### config.mk
export PLATFORM = sky130hd
export DESIGN_NAME = regfile_mp
export DESIGN_NICKNAME = d
export VERILOG_FILES = /design/src/rtl/regfile_mp.sv
export SDC_FILE = /design/constraint.sdc
export NUM_CORES = 2
export LEC_CHECK = 0
export CORE_MARGIN = 4
export CORE_UTILIZATION = 50
export DETAILED_ROUTE_END_ITERATION = 6
export PLACE_DENSITY = 0.67
export SKIP_LAST_GASP = 1
export SLEW_MARGIN = 20
export SYNTH_ARGS = -nofsm -noshare
export SYNTH_HDL_FRONTEND = slang
export SYNTH_SLANG_ARGS = --single-unit
### constraint.sdc
create_clock -name clk -period 6.4 [get_ports clk]
set_clock_uncertainty 0.05 [all_clocks]
set_input_delay 0.64 -clock clk [delete_from_list [all_inputs] [get_ports clk]]
set_output_delay 0.64 -clock clk [all_outputs]
set_load 0.01 [all_outputs]
### src/rtl/regfile_mp.sv
// Multi-port register file: NRD combinational reads, NWR prioritised writes,
// optional same-cycle write forwarding and a pending-write scoreboard.
module regfile_mp #(
  parameter int DATA_W = 32,
  parameter int NREGS  = 32,
  parameter int NRD    = 2,
  parameter int NWR    = 2,
  parameter int BYPASS = 1
) (
  input  logic                             clk,
  input  logic                             reset_n,
  input  logic [NWR-1:0]                   we,
  input  logic [NWR*$clog2(NREGS)-1:0]     waddr,
  input  logic [NWR*DATA_W-1:0]            wdata,
  input  logic [NRD*$clog2(NREGS)-1:0]     raddr,
  output logic [NRD*DATA_W-1:0]            rdata,
  input  logic                             iss_valid,
  input  logic [$clog2(NREGS)-1:0]         iss_dst,
  output logic [NRD-1:0]                   rd_busy,
  output logic                             busy_any,
  output logic                             wr_collide
);

  localparam int AW = $clog2(NREGS);

  logic [DATA_W-1:0] regs [NREGS];
  logic [NREGS-1:0]  pend;
  logic [NREGS-1:0]  pend_nxt;
  logic              collide_now;

  // Register 0 and out-of-range addresses (non-power-of-2 NREGS) never hold state.
  function automatic logic addr_ok(input logic [AW-1:0] a);
    return (a != '0) && (int'(a) < NREGS);
  endfunction

  always_comb begin
    collide_now = 1'b0;
    for (int unsigned j = 0; j < NWR; j++) begin
      for (int unsigned k = j + 1; k < NWR; k++) begin
        if (we[j] && we[k] && addr_ok(waddr[j*AW +: AW]) &&
            (waddr[j*AW +: AW] == waddr[k*AW +: AW]))
          collide_now = 1'b1;
      end
    end
  end

  // Clears are applied first so a same-cycle issue to the same register wins.
  always_comb begin
    pend_nxt = pend;
    for (int unsigned j = 0; j < NWR; j++) begin
      if (we[j] && addr_ok(waddr[j*AW +: AW]))
        pend_nxt[waddr[j*AW +: AW]] = 1'b0;
    end
    if (iss_valid && addr_ok(iss_dst))
      pend_nxt[iss_dst] = 1'b1;
  end

  // Ascending port order: the last (highest-index) assignment takes effect.
  always_ff @(posedge clk or negedge reset_n) begin
    if (!reset_n) begin
      for (int unsigned r = 0; r < NREGS; r++)
        regs[r] <= '0;
      pend       <= '0;
      wr_collide <= 1'b0;
    end else begin
      for (int unsigned j = 0; j < NWR; j++) begin
        if (we[j] && addr_ok(waddr[j*AW +: AW]))
          regs[waddr[j*AW +: AW]] <= wdata[j*DATA_W +: DATA_W];
      end
      pend <= pend_nxt;
      if (collide_now)
        wr_collide <= 1'b1;
    end
  end

  always_comb begin : read_ports
    logic [AW-1:0]     a;
    logic [DATA_W-1:0] d;
    logic              b;
    a       = '0;
    d       = '0;
    b       = 1'b0;
    rdata   = '0;
    rd_busy = '0;
    for (int unsigned i = 0; i < NRD; i++) begin
      a = raddr[i*AW +: AW];
      d = '0;
      b = 1'b0;
      if (addr_ok(a)) begin
        d = regs[a];
        b = pend[a];
        if (BYPASS != 0) begin
          for (int unsigned j = 0; j < NWR; j++) begin
            if (we[j] && (waddr[j*AW +: AW] == a)) begin
              d = wdata[j*DATA_W +: DATA_W];
              b = 1'b0;
            end
          end
        end
      end
      rdata[i*DATA_W +: DATA_W] = d;
      rd_busy[i]                = b;
    end
  end

  assign busy_any = |pend;

endmodule
==> results_dict.tcl <==
set metrics [dict create \
    place_congestion 0.9430 \
    final_util 0.5563 \
    combinationalPowerShare 0.268 \
    sequentialPowerShare 0.426 \
    tightest_slew_ns 1.255 \
    drt-vias-per-instance 7.248 \
    cts_tree "built" \
    area_delta_synth_final_pct 10.05 \
    avgSynthCellArea_um2 10.37 \
    wirelength_um 275200 \
    period_needed_ns 5.535 \
    cts.path.max_buffers 3 \
    fin_tns_setup_ns 0 \
    crit_arrival_ns 4.85 \
    die_w_um 373.3 \
    yosysTopAreaCell "dfrtp_1" \
    fin_crit_sh 0.8649 \
    nNetsFinal 6147 \
    async_reset_ff_frac 1.000 \
    internal_power_uw 15750 \
    htreeDepth 3 \
    grt_pass1_wl_um 393700 \
    highest_layer "met5" \
    critPathKind "primary input to output port" \
    routedWlPerCell_um 34.82 \
    finalSetupViolCount 0 \
    rsz0062_at_grt "false" \
    vdd_drop_max_v 0.0002490 \
    hold_violations 0 \
    hold_start "regs[1016]" \
    drive_gt1_frac 0.1746 \
    yosys_register_bits 1057 \
    die_area_um2 139300 \
    vias 57300 \
    met3_length_um 43420 \
    maxSlewViolCount 0 \
    fp-row-count 133 \
    synth_fp_nets 6524 \
    status "complete, no violations" \
    drtIter0Drc 9639 \
    hold_class "flip-flop to flip-flop" \
    clock_latency_ns 0.76 \
    startpoint "raddr[2]" \
    wl_met1_um 101100 \
    post-synth-top-count-cell "dfrtp_1" \
    synth_common_cells "dfrtp_1 (1,057), mux2i_1 (1,026), nor2_1 (772)" \
    reg2reg_depth 2 \
    clkSlewWorstSetupHoldPaths_ns 0.06 \
    ios 162 \
    grt_pass1_vias 54810 \
    dieHeight_um 373.3 \
    ys.flop_type "dfrtp_1" \
    p_sw_uw 7390 \
    yosysSeqAreaShare 0.3965 \
    p_leak_uw 0.03158 \
    netSwitchingFraction 0.3194 \
    gr-total-overflow 0 \
    synth_edf_count 0 \
    holdWs_ns 0.3478 \
    r2r_start "regs[98]" \
    end_kind "output port" \
    yosys_warnings 0 \
    wl_met2_um 113800 \
    holdPathStages 0 \
    drv_cap 0 \
    p_clk_frac 0.306 \
    cts.sinks 1057 \
    synth_cell_types 56 \
    grt_use_total 0.3831 \
    synth_cells 6430 \
    path_max_fanout 25 \
    start_kind "primary input" \
    max_freq_mhz 180.7 \
    syn-cell-area_um2 66710 \
    relSlewSlack 0.1636 \
    fin_cells 7905 \
    cts_buffers 117 \
    ys_top_cells_by_area "dfrtp_1 (40%), mux2i_1 (15%), mux4_2 (14%)" \
    drcViolationCount 0 \
    grt_max_degree 158 \
    postCtsSetupBuffers 0 \
    core_um2 132000 \
    dp_hpwl_um 158200 \
    port-buffer-count 161 \
    p_total_uw 23130 \
    antenna_found_initial 6 \
    crit_required_ns 5.71 \
    antenna_left 0 \
    place_inst 7684 \
    synth_top_cell_area_share 0.3965 \
    start_util 0.5055 \
    power_density_nw_per_um2 315.1 \
    first_pass_iters 7 \
    root_buffer "clkbuf_16" \
]
layer usage:
layer	vias to the layer above	GRT usage
met2	4882	0.5376
met4	2	0.1960
met1	28380	0.5081
met5	-	0
met3	1016	0.1602
li1	23010	-
stage by stage:
| step | instance area [µm²] | setup slack, ns |
|---|---|---|
| 2_1_floorplan | 66710 | 3.102 |
| 3_3_place_gp | 69290 | 1.143 |
| 3_5_place_dp | 69310 | 1.139 |
| 4_1_cts | 73290 | 1.123 |
| 5_1_grt | 73400 | 0.9417 |
| 6_report | 73410 | 0.8647 |
state kept, by name (all words and copies together), names as in the netlist:
signal / count
pend: 32
regs: 1024
wr_collide: 1
logic make-up (layout without fill, tap and decap cells):
group / count (synthesis) / count (layout) / share of synthesized area
multiplexers: 1586 / 1586 / 0.3179
AO/OA/AOI/OAI: 1504 / 1504 / 0.1418
AND/OR/NAND/NOR: 1369 / 1369 / 0.08523
flip-flops: 1057 / 1057 / 0.3965
buffers and inverters: 889 / 606 / 0.05533
XOR/XNOR: 25 / 25 / 0.003282
other: 0 / 3 / 0
critical path, stage by stage:
cell             delay [ns]
clkdlybuf4s50_1        0.58
buf_4                  0.48
xor2_1                 0.14
nor4_1                 0.29
and3_2                 0.66
nor2b_4                0.67
buf_4                  0.46
a221o_1                0.32
clkdlybuf4s50_1        0.58
power by group through the flow:
stage / combinational [µW] / clock [µW] / sequential (µW)
finish: 6200 / 7080 / 9860
global route: 6610 / 7360 / 10000
CTS: 6060 / 7070 / 9760
detailed placement: 6050 / 0 / 9850
global placement: 5930 / 0 / 9720
floorplan: 4420 / 0 / 9400
timing repair:
item	4_1_cts	5_1_grt
endpoints found under the hold margin	75	0
hold buffers	1	0
resized for setup	0	0
worst paths after layout:
| check | slack [ns] | endpoint |
|---|---|---|
| max reg2reg | 5.48 | regs[98] |
| max in group asynchronous | 4.32 | regs[260] |
| min reg2reg | 0.35 | regs[1016] |
| max | 0.86 | rdata[14] |
| min | 0.35 | regs[1016] |
| min in group asynchronous | 0.44 | regs[696] |
area by class of cell:
| type | instances | area [µm²] |
|---|---|---|
| Fill cell | 11110 | 58550 |
| Timing Repair Buffer | 383 | 3654 |
| Clock buffer | 185 | 3626 |
| Sequential cell | 1057 | 26450 |
| Multi-Input combinational cell | 4484 | 37090 |
| Antenna cell | 3 | 7.507 |
| Clock inverter | 28 | 345.3 |
| Inverter | 10 | 37.54 |
| Tap cell | 1755 | 2196 |
placed cells by master, fill, tap and decap left out, drive strengths merged, types with 9 or more instances in the layout:
| master | count |
|---|---|
| dfrtp | 1057 |
| a221oi | 88 |
| a32o | 19 |
| a211oi | 34 |
| nand2 | 400 |
| and3 | 40 |
| xnor2 | 13 |
| mux2i | 1026 |
| inv | 11 |
| o211a | 31 |
| a22oi | 31 |
| mux4 | 411 |
| buf | 232 |
| nand4 | 9 |
| nor2 | 773 |
| clkdlybuf4s50 | 150 |
| o21ai | 269 |
| nor4 | 72 |
| and2 | 10 |
| o221ai | 63 |
| a22o | 33 |
| nor3 | 10 |
| clkinv | 21 |
| clkbuf | 185 |
| xor2 | 12 |
| a221o | 62 |
| a32oi | 126 |
| a21oi | 737 |
| nor2b | 15 |
| mux2 | 149 |
No activity file was read; power rests on OpenSTA's default activity.
